### src/rtl/execute_div_pkg.sv
// Shared types and constants for the execute-stage iterative divider.
package execute_div_pkg;

  localparam int DATA_W = 32;
  localparam int CNT_W  = 5;

  localparam logic [DATA_W-1:0] DIV0_QUOT = 32'hFFFF_FFFF;

  typedef enum logic [1:0] {
    IDLE = 2'd0,
    CALC = 2'd1,
    DONE = 2'd2
  } div_state_e;

  // Magnitude of an operand; only signed operands with the MSB set get negated.
  function automatic logic [DATA_W-1:0] abs_val(input logic [DATA_W-1:0] v,
                                                input logic              is_signed);
    return (is_signed && v[DATA_W-1]) ? (~v + 1'b1) : v;
  endfunction

  function automatic logic [DATA_W-1:0] cond_neg(input logic [DATA_W-1:0] v,
                                                 input logic              neg);
    return neg ? (~v + 1'b1) : v;
  endfunction

endpackage

### src/rtl/execute_div_if.sv
// Pipeline <-> divider connection: operands, start/flush/hold controls and results.
interface execute_div_if;
  import execute_div_pkg::*;

  // start_i is level-held while the instruction sits in E and is only acted on
  // in IDLE; valid_o alone qualifies quot_o/rem_o, and hold_i keeps a finished
  // result presented; stall_o asks the hazard unit to freeze E.
  logic              start_i;
  logic              signed_i;
  logic [DATA_W-1:0] opa_i;
  logic [DATA_W-1:0] opb_i;
  logic              flush_i;
  logic              hold_i;
  logic              stall_o;
  logic              valid_o;
  logic [DATA_W-1:0] quot_o;
  logic [DATA_W-1:0] rem_o;
  div_state_e        state_o;

  modport master (
    output start_i, signed_i, opa_i, opb_i, flush_i, hold_i,
    input  stall_o, valid_o, quot_o, rem_o, state_o
  );

  modport slave (
    input  start_i, signed_i, opa_i, opb_i, flush_i, hold_i,
    output stall_o, valid_o, quot_o, rem_o, state_o
  );

endinterface

### src/rtl/execute_div_div_step.sv
// One restoring-division iteration: shift {r,q} left, subtract divisor if it fits.
module div_step
  import execute_div_pkg::*;
(
  input  logic [DATA_W-1:0] i_rem,
  input  logic [DATA_W-1:0] i_quot,
  input  logic [DATA_W-1:0] i_divisor,
  output logic [DATA_W-1:0] o_rem,
  output logic [DATA_W-1:0] o_quot
);

  logic [DATA_W:0] w_shifted;
  logic [DATA_W:0] w_trial;
  logic            w_neg;

  assign w_shifted = {i_rem, i_quot[DATA_W-1]};
  assign w_trial   = w_shifted - {1'b0, i_divisor};
  // A shifted value with its top bit set always exceeds the divisor.
  assign w_neg     = ~w_shifted[DATA_W] & w_trial[DATA_W];

  assign o_rem  = w_neg ? w_shifted[DATA_W-1:0] : w_trial[DATA_W-1:0];
  assign o_quot = {i_quot[DATA_W-2:0], ~w_neg};

endmodule

### src/rtl/execute_div.sv
// Iterative 32-cycle restoring divider for DIV/DIVU; quotient to LO, remainder to HI.
module execute_div
  import execute_div_pkg::*;
(
  input  logic          clk,
  input  logic          rst,
  execute_div_if.slave  div_bus
);

  div_state_e        r_state;
  logic [CNT_W-1:0]  r_cnt;
  logic [DATA_W-1:0] r_part;
  logic [DATA_W-1:0] r_q;
  logic [DATA_W-1:0] r_div;
  logic              r_qsign;
  logic              r_rsign;
  logic [DATA_W-1:0] r_quot;
  logic [DATA_W-1:0] r_rem;
  logic              r_valid;

  logic [DATA_W-1:0] w_part_next;
  logic [DATA_W-1:0] w_q_next;
  logic              w_accept;
  logic              w_last;

  assign w_accept = (r_state == IDLE) & div_bus.start_i & ~div_bus.flush_i;
  assign w_last   = (r_cnt == CNT_W'(DATA_W - 1));

  assign div_bus.stall_o = w_accept | (r_state == CALC);
  assign div_bus.valid_o = r_valid;
  assign div_bus.quot_o  = r_quot;
  assign div_bus.rem_o   = r_rem;
  assign div_bus.state_o = r_state;

  div_step u_step (
    .i_rem     (r_part),
    .i_quot    (r_q),
    .i_divisor (r_div),
    .o_rem     (w_part_next),
    .o_quot    (w_q_next)
  );

  always_ff @(posedge clk or negedge rst) begin
    if (!rst) begin
      r_state <= IDLE;
      r_cnt   <= '0;
      r_part  <= '0;
      r_q     <= '0;
      r_div   <= '0;
      r_qsign <= 1'b0;
      r_rsign <= 1'b0;
      r_quot  <= '0;
      r_rem   <= '0;
      r_valid <= 1'b0;
    end else if (div_bus.flush_i) begin
      // A flushed operation is dropped; the last committed result stays put.
      r_state <= IDLE;
      r_valid <= 1'b0;
    end else begin
      case (r_state)
        IDLE: begin
          if (div_bus.start_i) begin
            if (div_bus.opb_i == '0) begin
              r_quot  <= DIV0_QUOT;
              r_rem   <= div_bus.opa_i;
              r_valid <= 1'b1;
              r_state <= DONE;
            end else begin
              r_part  <= '0;
              r_q     <= abs_val(div_bus.opa_i, div_bus.signed_i);
              r_div   <= abs_val(div_bus.opb_i, div_bus.signed_i);
              r_qsign <= div_bus.signed_i &
                         (div_bus.opa_i[DATA_W-1] ^ div_bus.opb_i[DATA_W-1]);
              r_rsign <= div_bus.signed_i & div_bus.opa_i[DATA_W-1];
              r_cnt   <= '0;
              r_state <= CALC;
            end
          end
        end
        CALC: begin
          r_part <= w_part_next;
          r_q    <= w_q_next;
          r_cnt  <= r_cnt + 1'b1;
          if (w_last) begin
            r_quot  <= cond_neg(w_q_next, r_qsign);
            r_rem   <= cond_neg(w_part_next, r_rsign);
            r_valid <= 1'b1;
            r_state <= DONE;
          end
        end
        DONE: begin
          // start_i is still high for the same instruction here, so it is ignored.
          if (!div_bus.hold_i) begin
            r_valid <= 1'b0;
            r_state <= IDLE;
          end
        end
        default: begin
          r_valid <= 1'b0;
          r_state <= IDLE;
        end
      endcase
    end
  end

endmodule

### src/flat_wrapper.sv
// flat-port wrapper written by rule: the top's interface ports become plain ports
module execute_div_flat import execute_div_pkg::*;
  (clk, rst, div_bus_start_i, div_bus_signed_i, div_bus_opa_i, div_bus_opb_i, div_bus_flush_i, div_bus_hold_i, div_bus_stall_o, div_bus_valid_o, div_bus_quot_o, div_bus_rem_o, div_bus_state_o);
  execute_div_if div_bus_i ();
  input  logic clk;
  input  logic rst;
  input wire logic [$bits(div_bus_i.start_i)-1:0] div_bus_start_i;
  input wire logic [$bits(div_bus_i.signed_i)-1:0] div_bus_signed_i;
  input wire logic [$bits(div_bus_i.opa_i)-1:0] div_bus_opa_i;
  input wire logic [$bits(div_bus_i.opb_i)-1:0] div_bus_opb_i;
  input wire logic [$bits(div_bus_i.flush_i)-1:0] div_bus_flush_i;
  input wire logic [$bits(div_bus_i.hold_i)-1:0] div_bus_hold_i;
  output wire logic [$bits(div_bus_i.stall_o)-1:0] div_bus_stall_o;
  output wire logic [$bits(div_bus_i.valid_o)-1:0] div_bus_valid_o;
  output wire logic [$bits(div_bus_i.quot_o)-1:0] div_bus_quot_o;
  output wire logic [$bits(div_bus_i.rem_o)-1:0] div_bus_rem_o;
  output wire logic [$bits(div_bus_i.state_o)-1:0] div_bus_state_o;
  assign div_bus_i.start_i = div_bus_start_i;
  assign div_bus_i.signed_i = div_bus_signed_i;
  assign div_bus_i.opa_i = div_bus_opa_i;
  assign div_bus_i.opb_i = div_bus_opb_i;
  assign div_bus_i.flush_i = div_bus_flush_i;
  assign div_bus_i.hold_i = div_bus_hold_i;
  assign div_bus_stall_o = div_bus_i.stall_o;
  assign div_bus_valid_o = div_bus_i.valid_o;
  assign div_bus_quot_o = div_bus_i.quot_o;
  assign div_bus_rem_o = div_bus_i.rem_o;
  assign div_bus_state_o = div_bus_i.state_o;
  execute_div u_core (.clk(clk), .rst(rst), .div_bus(div_bus_i));
endmodule
### config.mk
export PLATFORM = sky130hd
export DESIGN_NAME = execute_div_flat
export DESIGN_NICKNAME = d
export VERILOG_FILES = /design/src/rtl/execute_div_pkg.sv /design/src/rtl/execute_div_if.sv /design/src/rtl/execute_div_div_step.sv /design/src/rtl/execute_div.sv /design/src/flat_wrapper.sv
export SDC_FILE = /design/constraint.sdc
export NUM_CORES = 1
export LEC_CHECK = 0
export BUFFER_PORTS_ARGS = -buffer_cell sky130_fd_sc_hd__buf_2
export CAP_MARGIN = 30
export CORE_MARGIN = 4
export CORE_UTILIZATION = 45
export CTS_CLUSTER_SIZE = 14
export DETAILED_ROUTE_END_ITERATION = 10
export HOLD_SLACK_MARGIN = 0.08
export SYNTH_ARGS = -nofsm -noshare
export SYNTH_HDL_FRONTEND = slang
export SYNTH_SLANG_ARGS = --single-unit
### constraint.sdc
create_clock -name clk -period 5.7 [get_ports clk]
set_input_delay 0.855 -clock clk [delete_from_list [all_inputs] [get_ports clk]]
set_output_delay 0.855 -clock clk [all_outputs]
set_load 0.02 [all_outputs]
# Word level (Yosys, flattened, before mapping)
# Cells that the tools add are included.
# W data, S select, Z words.
# op_classes
add_sub_neg,6
eq_ne,11
muxes,34
bitwise,15
n_reduce_logical,10
# ops
op,count
$mux W32,15
$pmux W32 S2,4
$add A32 B1 Y32 const B,4
$not A32 Y32,4
$sub A33 B32 Y33,1
$logic_not A32 Y1,1
$reduce_and A4 Y1,3
$mux W2,5
$mux W5,2
$pmux W5 S2,1
$ne A3 B3 Y1 const B,3
$ne A2 B2 Y1 const B,3
$pmux W2 S3,1
$add A5 B1 Y5 const B,1
$and A1 B1 Y1,5
$eq A5 B5 Y1 const B,1
$mux W1,5
$reduce_and A5 Y1,1
$not A1 Y1,4
$ne A3 B2 Y1 const B,1
$pmux W1 S3,1
$reduce_and A3 Y1,1
$eq A2 B1 Y1 const B,1
$eq A2 B2 Y1 const B,1
other kinds (6),7
# word_totals
ff_bits,170
output_inout_bits,68
wordCells,86

# Longest topological paths before layout
# logic_depth
depth_word,8
depth_mapped,24

# By module
# Synthesis repeated with hierarchy kept, for this count alone.
# hier_totals
hier_cells,1522
hier_area_um2,12315.6
# by_module_without_submodules
mod,instances,cells_per_inst,area_per_inst_um2
execute_div,1,1130,9750.6
div_step,1,392,2565.0

# Worst setup path after synthesis
# No wires, ideal clock.
# synth_path
kind,register -> register
startpoint,register u_core.r_q[31]
endpoint,register u_core.r_rem[26] (netlist: u_core.div_bus.rem_o[26])
setup_ns,0.135
arrival_time_ns,4.542
slack_ns,1.023
path_stages_with_launch,24
path_buffers,4
period_less_slack_ns,4.677
cell_sequence,dfrtp_1 > inv_1 > ha_1 > inv_1 > fa_1 > a211oi_1 > o211ai_2 > nand3_1 > a21o_1 > buf_2 > nand2_4 > buf_2 > buf_2 > buf_1 > o21ai_0 > ha_1 > o2111ai_1 > a21oi_1 > a41oi_1 > a211oi_1 > nand3b_1 > o31ai_1 > xor2_1 > o22ai_1
# synth_via
elab_chain_cells,8
# synth_lines
item,line_no,rtl
start: declaration,execute_div.sv:13,logic [DATA_W-1:0] r_q;
start signal: assignment,execute_div.sv:70,"r_q <= abs_val(div_bus.opa_i, div_bus.signed_i);"
start signal: assignment,execute_div.sv:82,r_q <= w_q_next;
$sub A33 B32 Y33,execute_div_div_step.sv:17,"assign w_trial = w_shifted - {1'b0, i_divisor};"
$and A1 B1 Y1,execute_div_div_step.sv:19,assign w_neg = ~w_shifted[DATA_W] & w_trial[DATA_W];
$mux W32 (*),execute_div_div_step.sv:21,assign o_rem = w_neg ? w_shifted[DATA_W-1:0] : w_trial[DATA_W-1:0];
$not A32 Y32,execute_div_pkg.sv:23,return neg ? (~v + 1'b1) : v;
$add A32 B1 Y32,execute_div_pkg.sv:23,
$mux W32 (*),execute_div_pkg.sv:23,
$mux W32 (*),execute_div.sv:84,if (w_last) begin
$pmux W32 S2 (*),execute_div.sv:60,case (r_state)
end signal: assignment,execute_div.sv:65,r_rem <= div_bus.opa_i;
end signal: assignment,execute_div.sv:86,"r_rem <= cond_neg(w_part_next, r_rsign);"
end: declaration,execute_div.sv:18,logic [DATA_W-1:0] r_rem;
# Mark *: on every way between the ends. The rest lies on a longest branch, timed or not. The select of a mux whose other input is x is not followed.
# A chain may end at the register's enable or synchronous reset.

# Final worst setup path
# layout_path
startpoint,register u_core.r_part[16]
endpoint,register u_core.r_rem[26] (netlist: u_core.div_bus.rem_o[26])
# layout_via
elab_chain_cells,8
# layout_lines
item,line_no,rtl
start: declaration,execute_div.sv:12,logic [DATA_W-1:0] r_part;
start signal: assignment,execute_div.sv:81,r_part <= w_part_next;
$sub A33 B32 Y33,execute_div_div_step.sv:17,
$and A1 B1 Y1,execute_div_div_step.sv:19,
$mux W32 (*),execute_div_div_step.sv:21,
$not A32 Y32,execute_div_pkg.sv:23,
$add A32 B1 Y32,execute_div_pkg.sv:23,
$mux W32 (*),execute_div_pkg.sv:23,
$mux W32 (*),execute_div.sv:84,
$pmux W32 S2 (*),execute_div.sv:60,
# Marks and branches as above.

==> results.py <==
metrics = {
    "outcome": {
        "status": "finished, final reports clean",
    },
    "drt": {
        "drt-pass1-iter-count": 5,
        "drc": 0,
        "vias": 11400,
        "viasPerCell": 5.68,
        "drtIter0Drc": 834,
        "finalWirelength_mm": 35.6,
        "ant_nets": 0,
        "wl_per_cell_um": 17.7,
    },
    "grt": {
        "grt_overflow": 0,
        "grt_pass1_vias": 10800,
        "grt_pass1_wl_mm": 58.2,
        "antenna_found_initial": 0,
        "track_usage": 0.231,
        "grt_max_degree": 81,
    },
    "synth": {
        "synth_compound_area_frac": 0.267,
        "synthAdderAreaFrac": 0.0397,
        "ys_warn_count": 0,
        "synth_enable_flop_cells": 0,
        "synth.net_count": 1652,
        "yosys.area_share.simple": 0.193,
        "synth_top_family_by_area": "compound AO/OA/AOI/OAI gates",
        "yosysTopAreaCellShare": 0.341,
        "ys_types": 91,
        "synth-seq-area-share": 0.341,
        "avgSynthCellArea_um2": 8.09,
        "synth_flop_cell": "dfrtp_1",
        "synth.most_common_cell": "nand2_1",
        "synthMuxAreaShare": 0.0146,
        "synth_commonest_cells": "182 x nand2_1, 170 x dfrtp_1, 160 x nor2_1, 157 x a21oi_1, 133 x o21ai_0",
        "synth_cells": 1543,
        "synth_xor_area_frac": 0.0933,
        "async_flop_share": 1.00,
        "yosys_register_bits": 170,
        "yosysTopAreaCell": "dfrtp_1",
        "mappedNetlistArea_mm2": 0.0125,
        "synth.area.top_cells": "dfrtp_1 34%, a21oi_1 6.3%, nand2_1 5.5%, o21ai_0 5.3%, xnor2_1 5.3%",
    },
    "critical_path": {
        "critPathSlowestCell": "a2111oi_4",
        "crit_family": "compound AO/OA/AOI/OAI gates",
        "cp.arrival_ns": 5.28,
        "cp_max_fo": 11,
        "endpoint_kind": "register",
        "critical_path.cell_chain": "ha_1 -> a21oi_1 -> o21ai_1 -> a21o_1 -> a2111oi_4 -> nand2_4 -> inv_2 -> mux2i_1 -> ha_1 -> o2111ai_1 -> a21oi_1 -> a41oi_1 -> a211oi_1 -> nand3b_1 -> o31ai_1 -> xor2_1 -> o22ai_1",
        "critPathMaxStageDelay_ns": 0.67,
        "path_class": "reg -> reg",
        "path_buf_inv": 1,
        "cp.required_ns": 6.01,
        "cp-start-kind": "register",
    },
    "sta": {
        "min_period_ns": 4.97,
        "final_max_slew_viol_count": 0,
        "hold_viol": 0,
        "fmax_ghz": 0.201,
        "setup_tns_ns": 0,
        "tightest_slew_ns": 0.933,
        "maxSlewHeadroom": 0.378,
        "fin_ws_ns": 0.732,
        "setup_violations": 0,
        "finClkSkew_ns": 0.0141,
        "rsz0062_at_grt": "no",
        "finalCritPeriodShare": 0.872,
    },
    "power": {
        "swShare": 0.366,
        "seqPwrFrac": 0.397,
        "ir_drop_mv": 0.189,
        "p_sw_uw": 1330,
        "pwr_density_cell_mw_per_mm2": 260,
        "share_comb_of_total_power": 0.293,
        "leakage_uw": 0.00605,
        "clockPowerShare": 0.310,
        "p_int_uw": 2310,
    },
    "place": {
        "dp_hpwl_mm": 27.3,
        "io_buffers": 137,
        "place_area_mm2": 0.0134,
        "finalWeightedCongestion": 0.939,
        "place_ws_ns": 0.796,
    },
    "cts": {
        "clock_latency_ns": 0.44,
        "cts_setup_buffers": 0,
        "postCtsHoldBufs": 0,
        "numCtsBuffers": 17,
        "h-tree-depth": 4,
        "clockRootBuffer": "clkbuf_16",
        "cts_buffer_depth": 2,
        "cts_sinks": 170,
        "ctsResizeCount": 0,
        "clk_pin_slew_ns": 0.07,
        "cts_tree": "built",
    },
    "floorplanning": {
        "num_io_pins": 138,
        "coreArea_mm2": 0.0271,
        "die_w_um": 175,
        "die_h_um": 175,
        "fp.dieArea_mm2": 0.0305,
        "rows": 60,
        "initial_core_util": 0.461,
    },
    "finish": {
        "syn_to_final_growth_pct": 12.1,
        "layout-drive-gt1-share": 0.140,
        "nNetsFinal": 1732,
        "fin_area_mm2": 0.0140,
        "diodes": 0,
        "fill_cells": 2703,
    },
    "min_path": {
        "holdCritPathClass": "in -> async",
    },
    "job": {
        "cap_violations": 0,
    },
}
[through the flow]
step / utilization / hold slack [ns] / instances / total power [uW]
floorplan: - / 0.439 / 1543 / 2220
global placement: 0.494 / 0.455 / 1974 / 2510
detailed placement: 0.496 / 0.461 / 1976 / 2530
CTS: 0.516 / 0.477 / 2007 / 3670
global route: 0.516 / 0.507 / 2007 / 3880
finish: 0.516 / 0.453 / 2007 / 3640
[state kept, by name, summed over array words and instances, names as in the netlist]
signal,count
u_core.div_bus.valid_o,1
u_core.r_part,32
u_core.r_div,32
u_core.div_bus.quot_o,32
u_core.r_qsign,1
u_core.r_rsign,1
u_core.div_bus.rem_o,32
u_core.r_cnt,5
u_core.r_q,32
u_core.div_bus.state_o,2
[cell usage in the layout (no fill, tap or decap), types with 5 or more instances in the layout]
cell       instances
a211oi_1           9
a21o_1            11
a21oi_1          157
a21oi_2            6
a22o_1            10
a31oi_1           28
and2_1             7
and3_1             9
buf_2            136
buf_4              9
clkbuf_16         17
dfrtp_1          170
ha_1              38
inv_1             59
inv_6              5
mux2i_1           16
nand2_1          180
nand2b_1           7
nand3_1           22
nand3b_1           5
nand4_1           12
nor2_1           159
nor2b_1            5
nor3_1            31
nor3b_1            5
nor4_1            13
o211ai_1          10
o21ai_0          133
o21ai_1           21
o22a_1            21
o31ai_1           29
o41ai_1           11
o41ai_2            5
or3_1             16
or4_1             19
xnor2_1           76
xor2_1            57
[power by group through the flow]
| stage | clock network (uW) | registers [uW] | logic, uW |
|---|---|---|---|
| floorplan | 0 | 1460 | 767 |
| global placement | 0 | 1460 | 1050 |
| detailed placement | 0 | 1470 | 1060 |
| CTS | 1160 | 1450 | 1070 |
| global route | 1220 | 1470 | 1190 |
| finish | 1130 | 1450 | 1070 |
[logic make-up after synthesis]
kind of cell,count (synthesis)
xor+xnor,133
mux,18
compound gates,515
flops,170
simple gates,516
buf+inv,152
fa+ha+maj,39
[final timing paths]
path,depth (start not counted),slack (ns),startpoint,end
worst max-delay path,17,0.73,u_core.r_part[16]$_DFFE_PN0P_,u_core.div_bus.rem_o[26]$_DFFE_PN0P_
worst max register to register,17,0.73,u_core.r_part[16]$_DFFE_PN0P_,u_core.div_bus.rem_o[26]$_DFFE_PN0P_
min in group clk,1,0.47,u_core.div_bus.rem_o[0]$_DFFE_PN0P_,u_core.div_bus.rem_o[0]$_DFFE_PN0P_
worst min-delay path,1,0.45,rst,u_core.div_bus.quot_o[31]$_DFFE_PN0P_
max in group asynchronous,2,4.04,rst,u_core.r_div[11]$_DFFE_PN0P_
worst min register to register,1,0.47,u_core.div_bus.rem_o[0]$_DFFE_PN0P_,u_core.div_bus.rem_o[0]$_DFFE_PN0P_
[area by class of cell]
type,count,area [um^2],share of cell area
Sequential cell,170,4250,0.304
Multi-Input combinational cell,1221,7600,0.543
Clock inverter,14,136,0.00975
Clock buffer,17,425,0.0304
Tap cell,372,465,0.0333
Inverter,62,233,0.0166
Timing Repair Buffer,151,875,0.0625
[metal layers]
metal | up-vias | GRT usage | wire length, um
li1 | 5715 | - | -
met1 | 5323 | 0.338 | 17400
met2 | 326 | 0.368 | 16000
met3 | 39 | 0.0333 | 1800
met4 | 0 | 0.0468 | 418
met5 | - | 0 | 0
Note: power is estimated with default switching activity, not from simulation.
